<file path="src/rtl/trig_gen_if.sv">
`default_nettype none
// ============================================================================
// Module      : trig_gen_if
// Description : Control/status bundle between the register file and the
//               periodic trigger generator. The master modport is the
//               register-file side (drives configuration and start/stop);
//               the slave modport is the generator itself.
// Revision    : 1.0 - initial release
// ============================================================================
interface trig_gen_if #(
  parameter int PERIOD_W = 26,
  parameter int WIDTH_W  = 16,
  parameter int CNT_W    = 16
);
  logic                enable_i;
  logic                one_shot_i;
  logic [PERIOD_W-1:0] period_i;
  logic [WIDTH_W-1:0]  width_i;
  logic                TRIG_OUT_B;
  logic                busy_o;
  logic [CNT_W-1:0]    trig_count_o;
  logic                cfg_err_o;

  modport master (
    output enable_i, one_shot_i, period_i, width_i,
    input  TRIG_OUT_B, busy_o, trig_count_o, cfg_err_o
  );

  modport slave (
    input  enable_i, one_shot_i, period_i, width_i,
    output TRIG_OUT_B, busy_o, trig_count_o, cfg_err_o
  );
endinterface
`default_nettype wire

</file>
<file path="src/rtl/trig_gen.sv">
`default_nettype none
// ============================================================================
// Module      : trig_gen
// Description : Periodic external-trigger generator. Emits an active-low
//               pulse train (or a single pulse) of programmable period and
//               width. Configuration is latched only at each pulse start.
//               All outputs are registered one stage after the FSM state, so
//               a start request sampled at edge N drives the line low after
//               edge N+1; every output shares that same alignment.
// Revision    : 1.0 - initial release
// ============================================================================
module trig_gen #(
  parameter int PERIOD_W = 26,
  parameter int WIDTH_W  = 16,
  parameter int CNT_W    = 16
) (
  input  logic       sys_clk_i,
  input  logic       sys_rst_i,
  trig_gen_if.slave  trig_if
);

  typedef enum logic [1:0] {
    S_IDLE    = 2'd0,
    S_ASSERT  = 2'd1,
    S_HOLDOFF = 2'd2
  } state_t;

  state_t              r_state;
  state_t              w_state_nxt;
  logic [PERIOD_W-1:0] r_phase;      // cycles since the falling edge
  logic [PERIOD_W-1:0] w_phase_nxt;
  logic [PERIOD_W-1:0] r_period;     // latched period for the current pulse
  logic [WIDTH_W-1:0]  r_width;      // latched effective width
  logic                r_free;       // current pulse belongs to a free-running train
  logic                r_cfg_err;
  logic                r_trig_b;
  logic                r_busy;
  logic [CNT_W-1:0]    r_count;

  logic                w_load;
  logic                w_err_set;
  logic                w_start_ok;
  logic                w_start_err;
  logic [WIDTH_W-1:0]  w_width_eff;
  logic                w_w_zero;
  logic                w_p_small;
  logic                w_w_clip;

  // Legality of a pulse start against the live config; enable_i selects free-running rules
  always_comb begin
    w_w_zero    = (trig_if.width_i == '0);
    w_p_small   = (trig_if.period_i < PERIOD_W'(2));
    w_w_clip    = (PERIOD_W'(trig_if.width_i) >= trig_if.period_i);
    w_width_eff = trig_if.width_i;
    if (trig_if.enable_i) begin
      w_start_ok  = !w_w_zero && !w_p_small;
      w_start_err = w_w_zero || w_p_small || w_w_clip;
      if (w_w_clip) begin
        w_width_eff = WIDTH_W'(trig_if.period_i - PERIOD_W'(1));
      end
    end else begin
      // a lone one-shot has no period, so only the width matters
      w_start_ok  = !w_w_zero;
      w_start_err = w_w_zero;
    end
  end

  // Next-state logic: pulse sequencing and the phase counter
  always_comb begin
    w_state_nxt = r_state;
    w_phase_nxt = r_phase + PERIOD_W'(1);
    w_load      = 1'b0;
    w_err_set   = 1'b0;
    case (r_state)
      S_IDLE: begin
        w_phase_nxt = '0;
        if (trig_if.enable_i || trig_if.one_shot_i) begin
          w_err_set = w_start_err;
          if (w_start_ok) begin
            w_state_nxt = S_ASSERT;
            w_load      = 1'b1;
          end
        end
      end
      S_ASSERT: begin
        // the pulse always runs to full width; enable only decides what follows
        if (r_phase == PERIOD_W'(r_width) - PERIOD_W'(1)) begin
          if (r_free && trig_if.enable_i) begin
            w_state_nxt = S_HOLDOFF;
          end else begin
            w_state_nxt = S_IDLE;
          end
        end
      end
      S_HOLDOFF: begin
        if (!trig_if.enable_i) begin
          w_state_nxt = S_IDLE;
        end else if (r_phase == r_period - PERIOD_W'(1)) begin
          w_err_set = w_start_err;
          if (w_start_ok) begin
            w_state_nxt = S_ASSERT;
            w_phase_nxt = '0;
            w_load      = 1'b1;
          end else begin
            w_state_nxt = S_IDLE;
          end
        end
      end
      default: begin
        w_state_nxt = S_IDLE;
      end
    endcase
  end

  // State register, config latch and sticky error flag
  always_ff @(posedge sys_clk_i) begin
    if (sys_rst_i) begin
      r_state   <= S_IDLE;
      r_phase   <= '0;
      r_period  <= '0;
      r_width   <= '0;
      r_free    <= 1'b0;
      r_cfg_err <= 1'b0;
    end else begin
      r_state <= w_state_nxt;
      r_phase <= w_phase_nxt;
      if (w_load) begin
        r_period <= trig_if.period_i;
        r_width  <= w_width_eff;
        r_free   <= trig_if.enable_i;
      end
      if (w_err_set) begin
        r_cfg_err <= 1'b1;
      end
    end
  end

  // Registered outputs, all one stage behind the state so they stay mutually aligned
  always_ff @(posedge sys_clk_i) begin
    if (sys_rst_i) begin
      r_trig_b <= 1'b1;
      r_busy   <= 1'b0;
      r_count  <= '0;
    end else begin
      r_trig_b <= (r_state != S_ASSERT);
      r_busy   <= (r_state != S_IDLE);
      if ((r_state == S_ASSERT) && (r_phase == '0)) begin
        r_count <= r_count + CNT_W'(1);
      end
    end
  end

  assign trig_if.TRIG_OUT_B   = r_trig_b;
  assign trig_if.busy_o       = r_busy;
  assign trig_if.trig_count_o = r_count;
  assign trig_if.cfg_err_o    = r_cfg_err;

endmodule
`default_nettype wire

</file>
<file path="src/flat_wrapper.sv">
// flat-port wrapper written by rule: the top's interface ports become plain ports
module trig_gen_flat 
#(
  parameter int PERIOD_W = 26,
  parameter int WIDTH_W  = 16,
  parameter int CNT_W    = 16
)
  (sys_clk_i, sys_rst_i, trig_if_enable_i, trig_if_one_shot_i, trig_if_period_i, trig_if_width_i, trig_if_TRIG_OUT_B, trig_if_busy_o, trig_if_trig_count_o, trig_if_cfg_err_o);
  trig_gen_if #(.PERIOD_W(PERIOD_W), .WIDTH_W(WIDTH_W), .CNT_W(CNT_W)) trig_if_i ();
  input  logic sys_clk_i;
  input  logic sys_rst_i;
  input wire logic [$bits(trig_if_i.enable_i)-1:0] trig_if_enable_i;
  input wire logic [$bits(trig_if_i.one_shot_i)-1:0] trig_if_one_shot_i;
  input wire logic [$bits(trig_if_i.period_i)-1:0] trig_if_period_i;
  input wire logic [$bits(trig_if_i.width_i)-1:0] trig_if_width_i;
  output wire logic [$bits(trig_if_i.TRIG_OUT_B)-1:0] trig_if_TRIG_OUT_B;
  output wire logic [$bits(trig_if_i.busy_o)-1:0] trig_if_busy_o;
  output wire logic [$bits(trig_if_i.trig_count_o)-1:0] trig_if_trig_count_o;
  output wire logic [$bits(trig_if_i.cfg_err_o)-1:0] trig_if_cfg_err_o;
  assign trig_if_i.enable_i = trig_if_enable_i;
  assign trig_if_i.one_shot_i = trig_if_one_shot_i;
  assign trig_if_i.period_i = trig_if_period_i;
  assign trig_if_i.width_i = trig_if_width_i;
  assign trig_if_TRIG_OUT_B = trig_if_i.TRIG_OUT_B;
  assign trig_if_busy_o = trig_if_i.busy_o;
  assign trig_if_trig_count_o = trig_if_i.trig_count_o;
  assign trig_if_cfg_err_o = trig_if_i.cfg_err_o;
  trig_gen #(.PERIOD_W(PERIOD_W), .WIDTH_W(WIDTH_W), .CNT_W(CNT_W)) u_core (.sys_clk_i(sys_clk_i), .sys_rst_i(sys_rst_i), .trig_if(trig_if_i));
endmodule
</file>
<file path="config.mk">
export PLATFORM = sky130hd
export DESIGN_NAME = trig_gen_flat
export DESIGN_NICKNAME = d
export VERILOG_FILES = /design/src/rtl/trig_gen_if.sv /design/src/rtl/trig_gen.sv /design/src/flat_wrapper.sv
export SDC_FILE = /design/constraint.sdc
export NUM_CORES = 1
export LEC_CHECK = 0
export BUFFER_PORTS_ARGS = -buffer_cell sky130_fd_sc_hd__buf_4
export CORE_ASPECT_RATIO = 0.7
export CORE_MARGIN = 4
export CORE_UTILIZATION = 53
export CTS_CLUSTER_SIZE = 25
export DETAILED_ROUTE_END_ITERATION = 10
export GPL_TIMING_DRIVEN = 0
export MAX_ROUTING_LAYER = met4
export PLACE_DENSITY = 0.79
export SLEW_MARGIN = 20
export SYNTH_ARGS = -nofsm -noshare
export SYNTH_HDL_FRONTEND = slang
export SYNTH_SLANG_ARGS = --single-unit
</file>
<file path="constraint.sdc">
create_clock -name sys_clk_i -period 3.1 [get_ports sys_clk_i]
set_input_delay 0.62 -clock sys_clk_i [delete_from_list [all_inputs] [get_ports sys_clk_i]]
set_output_delay 0.62 -clock sys_clk_i [all_outputs]
set_load 0.02 [all_outputs]
</file>
; ---- Word level (Yosys, flattened, before mapping)
; Index checks and enable logic that the tools add are counted.
[classes]
add_sub_neg = 5
order_cmp = 2
eq_ne = 9
n_mux = 25
n_reduce_logical = 13
[ops]
columns = op, count
row1 = two-way mux 26 bit, 3
row2 = equality test 26 bit, 2
row3 = case mux 26 bit (2 select lines), 1
row4 = two-way mux 16 bit, 2
row5 = adder 26 x 1 -> 26 bit (second input constant), 1
row6 = greater-or-equal comparator 16 x 26 -> 1 bit, 1
row7 = logical NOT 26 bit, 1
row8 = < comparator 26 x 2 -> 1 bit (second input constant), 1
row9 = subtractor 26 x 1 -> 26 bit (second input constant), 1
row10 = subtractor 16 x 1 -> 17 bit (second input constant), 1
row11 = adder 16 x 1 -> 16 bit (second input constant), 1
row12 = logical NOT 16 bit, 1
row13 = subtractor 16 x 1 -> 16 bit (second input constant), 1
row14 = two-way mux 2 bit, 6
row15 = two-way mux 1 bit, 10
row16 = inequality test 2 x 1 -> 1 bit (second input constant), 4
row17 = case mux 2 bit (3 select lines), 1
row18 = case mux 1 bit (2 select lines), 2
row19 = AND reduction 4 bit, 1
row20 = logical AND 1 bit, 3
row21 = logical OR 1 bit, 3
row22 = inequality test 3 x 2 -> 1 bit (second input constant), 1
row23 = equality test 2 x 1 -> 1 bit (second input constant), 1
row24 = equality test 2 bit (second input constant), 1
row25 = other kinds (3), 4
[totals]
reg_bits = 90
inputBits = 46
output_inout_bits = 19
word_cells = 63

; ---- Depth between registers and ports, before layout
[depth]
depth_word = 8
ltp_mapped = 13
ltp_nobuf = 10

; ---- Worst setup path before layout
; OpenSTA, ideal clock, no wires.
[synth_timing]
path_type = register -> register
startpoint = register u_core.r_period[0]
endpoint = register u_core.r_phase[0]
setup_time_ns = 0.121
arrival_time_ns = 2.986
t_required_ns = 2.979
path_slack_ns = -0.007
stages_incl_launch_ff = 13
n_path_buf = 2
period_less_slack_ns = 3.107
path_cell_list = dfxtp_1 > inv_1 > ha_1 > clkbuf_1 > nor2b_1 > a2111oi_0 > a31oi_1 > or4_1 > a211oi_1 > o2111ai_1 > o31ai_4 > buf_6 > nor2_1
[synth_via]
elab_chain_cells = 5
[synth_rtl]
columns = item, line
row1 = from (decl), trig_gen.sv:32  ; logic [PERIOD_W-1:0] r_period;
row2 = from (signal assigned), trig_gen.sv:128  ; r_period <= trig_if.period_i;
row3 = subtractor 26 x 1 -> 26 bit, trig_gen.sv:98  ; end else if (r_phase == r_period - PERIOD_W'(1)) begin
row4 = equality test 26 bit, trig_gen.sv:98
row5 = two-way mux 26 bit, trig_gen.sv:98
row6 = two-way mux 26 bit, trig_gen.sv:96  ; if (!trig_if.enable_i) begin
row7 = case mux 26 bit (2 select lines), trig_gen.sv:74  ; case (r_state)
row8 = to (signal assigned), trig_gen.sv:126  ; r_phase <= w_phase_nxt;
row9 = to (decl), trig_gen.sv:30  ; logic [PERIOD_W-1:0] r_phase;
; No other way between the ends.
; A chain may end at the register's enable or synchronous reset.

; ---- Worst setup path in the final report
[layout_timing]
startpoint = register u_core.r_period[2]
endpoint = register u_core.r_period[11]
[layout_via]
elab_chain_cells = 5
[layout_rtl]
columns = item, line
row1 = subtractor 26 x 1 -> 26 bit, trig_gen.sv:98
row2 = equality test 26 bit, trig_gen.sv:98
row3 = two-way mux 1 bit, trig_gen.sv:98
row4 = two-way mux 1 bit, trig_gen.sv:96
row5 = case mux 1 bit (2 select lines), trig_gen.sv:74
; No other way between the ends.

==> flow_metrics.py <==
metrics = {
    "run_status": {
        "status": "completed",
    },
    "power_and_ir_drop": {
        "pwr_density_cell_nw_per_um2": 414,
        "power.leakage_nw": 3.04,
        "irDropWorstVdd_mv": 0.293,
    },
    "drt": {
        "vias_per_cell": 5.97,
        "drt-initial-drc-count": 547,
        "firstDrtPassIters": 5,
        "route.detailed.drc": 0,
        "avgRoutedWirePerCell_microns": 17.4,
        "drt.antenna.violating_nets": 0,
        "routed_wl_mm": 18.5,
        "vias": 6318,
    },
    "yosys": {
        "synth_compound_area_share_pct": 12.7,
        "yosysSeqAreaShare_pct": 28.2,
        "yosys_most_used_dff": "dfxtp_1",
        "synth_cell_types": 69,
        "syn_inst": 801,
        "synthMuxAreaShare_pct": 7.06,
        "yosys_warnings": 0,
        "synth_area_sq_um": 6400,
        "ys_seq_elements": 90,
        "synth_top_family_by_area": "simple AND/OR/NAND/NOR gates",
        "yosys.area_share.adder_pct": 4.30,
        "synth_edf_count": 0,
        "syn-num-nets": 869,
        "syn_avg_cell_area_sq_um": 7.99,
        "synthXorXnorAreaFrac_pct": 14.2,
        "synth-async-reset-ratio_pct": 0,
        "synth-simple-area-share_pct": 27.9,
    },
    "global_routing": {
        "grt_pass1_vias": 5713,
        "grt_max_degree": 18,
        "grt_pass1_wl_mm": 29.1,
        "grt_overflow": 0,
        "antenna_found_initial": 0,
        "grt_usage_pct": 26.4,
    },
    "place": {
        "place.gp.congestion": 0.976,
        "dpl-instance-area_sq_um": 7090,
        "dpl.cell_count": 1022,
        "place.port_buffers": 64,
        "hpwl_mm": 13.6,
        "place_ws_ns": -0.526,
    },
    "clock_tree": {
        "cts_sinks": 90,
        "cts_tree": "yes",
        "numCtsBuffers": 9,
        "clk_latency_ns": 0.35,
        "cts_root_buffer": "clkbuf_16",
        "path_clk_slew_ns": 0.07,
        "h-tree-depth": 3,
        "cts_buffer_depth": 2,
    },
    "critical_path": {
        "critical_path.endpoint_type": "flop",
        "worst-path-max-fanout": 7,
        "cp-start-kind": "flop",
        "required_ns": 3.37,
        "crit_type": "reg -> reg",
        "critPathArrivalTime_ns": 3.30,
    },
    "worst_hold_path": {
        "hp-class": "reg -> reg",
    },
    "die": {
        "ios": 65,
        "std_cell_rows": 33,
        "floorplan.initialDensity_pct": 54.4,
        "die_w_microns": 139,
        "dieHeight_microns": 99.9,
        "core_sq_um": 11800,
        "dieArea_sq_um": 13900,
    },
    "final_layout": {
        "design.final.nets": 964,
        "design_area_sq_um": 7790,
        "most-common-layout-cells": "98 x nand2_1, 82 x dfxtp_1, 81 x buf_4",
        "num_antenna_cells": 0,
        "fin_cells": 1058,
        "drive_gt1_share_pct": 18.1,
        "area_growth_syn_to_layout_pct": 21.7,
        "mostFrequentLayoutCell": "nand2_1",
    },
    "timing": {
        "tightest_slew_ns": 1.11,
        "fmax_mhz": 330,
        "maxSlewViolCount": 0,
        "relSlewSlack_pct": 25.2,
        "hold_viol_final": 0,
        "fin_ws_ns": 0.0691,
        "fin_setup_tns_ns": 0,
        "skew_ns": 0.0104,
        "setup_viol": 0,
        "period_minus_slack_ns": 3.03,
        "min_period_over_period_pct": 97.8,
    },
    "flow_run": {
        "drv_cap": 0,
    },
}
==> final cells by class <==
cell class | count | area [sq um]
Clock buffer | 9 | 225
Clock inverter | 7 | 60.1
Sequential cell | 90 | 1820
Buffer | 42 | 240
Multi-Input combinational cell | 632 | 4380
Tap cell | 157 | 196
Fill cell | 984 | 3980
Inverter | 34 | 128
Timing Repair Buffer | 87 | 739
==> worst paths after layout <==
path                    endpoint  slack [ns]                start  cells past startpoint
max          u_core.r_period[11]        0.07   u_core.r_period[2]                     10
min          u_core.r_period[22]        0.48  u_core.r_period[22]                      2
max reg2reg  u_core.r_period[11]        0.07   u_core.r_period[2]                     10
min reg2reg  u_core.r_period[22]        0.48  u_core.r_period[22]                      2
==> through the flow <==
stage	hold slack, ns	util (%)	power [mW]
2_1_floorplan	0.435	-	1.82
3_5_place_dp	0.470	60.3	2.04
4_1_cts	0.479	63.7	3.13
6_report	0.478	66.2	3.23
3_3_place_gp	0.461	60.2	2.03
5_1_grt	0.505	66.2	3.36
==> worst max-delay path, cell delays in order, from the launching register on <==
cell and delay, ns:
dfxtp_1 0.42, nor3_2 0.47, and3_1 0.28, a211oi_1 0.08
or3_1 0.38, a211oi_1 0.37, o2111a_2 0.31, o21a_4 0.16
buf_12 0.14, buf_12 0.12, mux2i_2 0.21
==> state kept, by name, summed over array words and instances (netlist names) <==
signal / flops
u_core.trig_if.TRIG_OUT_B: 1
u_core.r_free: 1
u_core.r_period: 26
u_core.trig_if.busy_o: 1
u_core.r_state: 2
u_core.trig_if.cfg_err_o: 1
u_core.r_phase: 26
u_core.trig_if.trig_count_o: 16
u_core.r_width: 16
==> power breakdown <==
part | switching, mW | total (mW) | leakage, nW | internal (mW)
clock network | 0.513 | 1.07 | 0.131 | 0.558
logic | 0.460 | 0.865 | 2.17 | 0.406
registers | 0.0822 | 1.29 | 0.737 | 1.21
total | 1.06 | 3.23 | 3.04 | 2.17
==> timing repair <==
item,4_1_cts,5_1_grt
hold buffers,0,0
endpoints found under the setup margin,57,69
pin swaps,4,12
setup buffers,7,12
resized for setup,14,31
cloned,0,4
==> per-layer routing <==
layer / track usage (%) / part of all wire (%)
met3: 6.00 / 9.6
met2: 35.6 / 41
met1: 39.4 / 49
met4: 6.47 / 1.1
met5: - / 0
==> cell usage after synthesis (3+ instances only) <==
| cell type | instances | area, sq um |
|---|---|---|
| nor4b_1 | 4 | 35.0 |
| inv_1 | 33 | 124 |
| nor3_1 | 28 | 140 |
| xor2_1 | 41 | 359 |
| or3_1 | 8 | 50.1 |
| o2111ai_1 | 5 | 43.8 |
| or4_1 | 9 | 67.6 |
| clkbuf_1 | 35 | 131 |
| a211o_1 | 3 | 26.3 |
| buf_6 | 3 | 33.8 |
| ha_1 | 22 | 275 |
| mux2i_1 | 44 | 440 |
| nor3b_1 | 4 | 30.0 |
| nor4_1 | 24 | 150 |
| a21o_1 | 6 | 45.0 |
| buf_1 | 3 | 11.3 |
| o211ai_1 | 16 | 120 |
| nand2_1 | 98 | 368 |
| a31oi_1 | 5 | 31.3 |
| nor2b_1 | 6 | 37.5 |
| dfxtp_1 | 90 | 1800 |
| a21oi_1 | 18 | 90.1 |
| and2_1 | 3 | 18.8 |
| o31ai_1 | 5 | 37.5 |
| nor2_1 | 75 | 282 |
| or2_2 | 3 | 18.8 |
| and3_1 | 10 | 62.6 |
| xnor2_1 | 60 | 526 |
| o21ai_0 | 12 | 60.1 |
| a211oi_1 | 6 | 45.0 |
| nand2b_1 | 3 | 18.8 |
| nand4_1 | 36 | 225 |
| and4_1 | 4 | 35.0 |
| o21a_1 | 8 | 60.1 |
| nand3_1 | 29 | 145 |
==> cells by family (layout without fill, tap and decap cells) <==
family                   count (synthesis)  after routing
AND/OR/NAND/NOR                        353            353
AO/OA/AOI/OAI                          110            110
XOR/XNOR                               102            102
flip-flops                              90             90
buffers and inverters                   79            179
multiplexers                            45             45
adder cells (fa/ha/maj)                 22             22
Power figures use the tool's default switching activity.
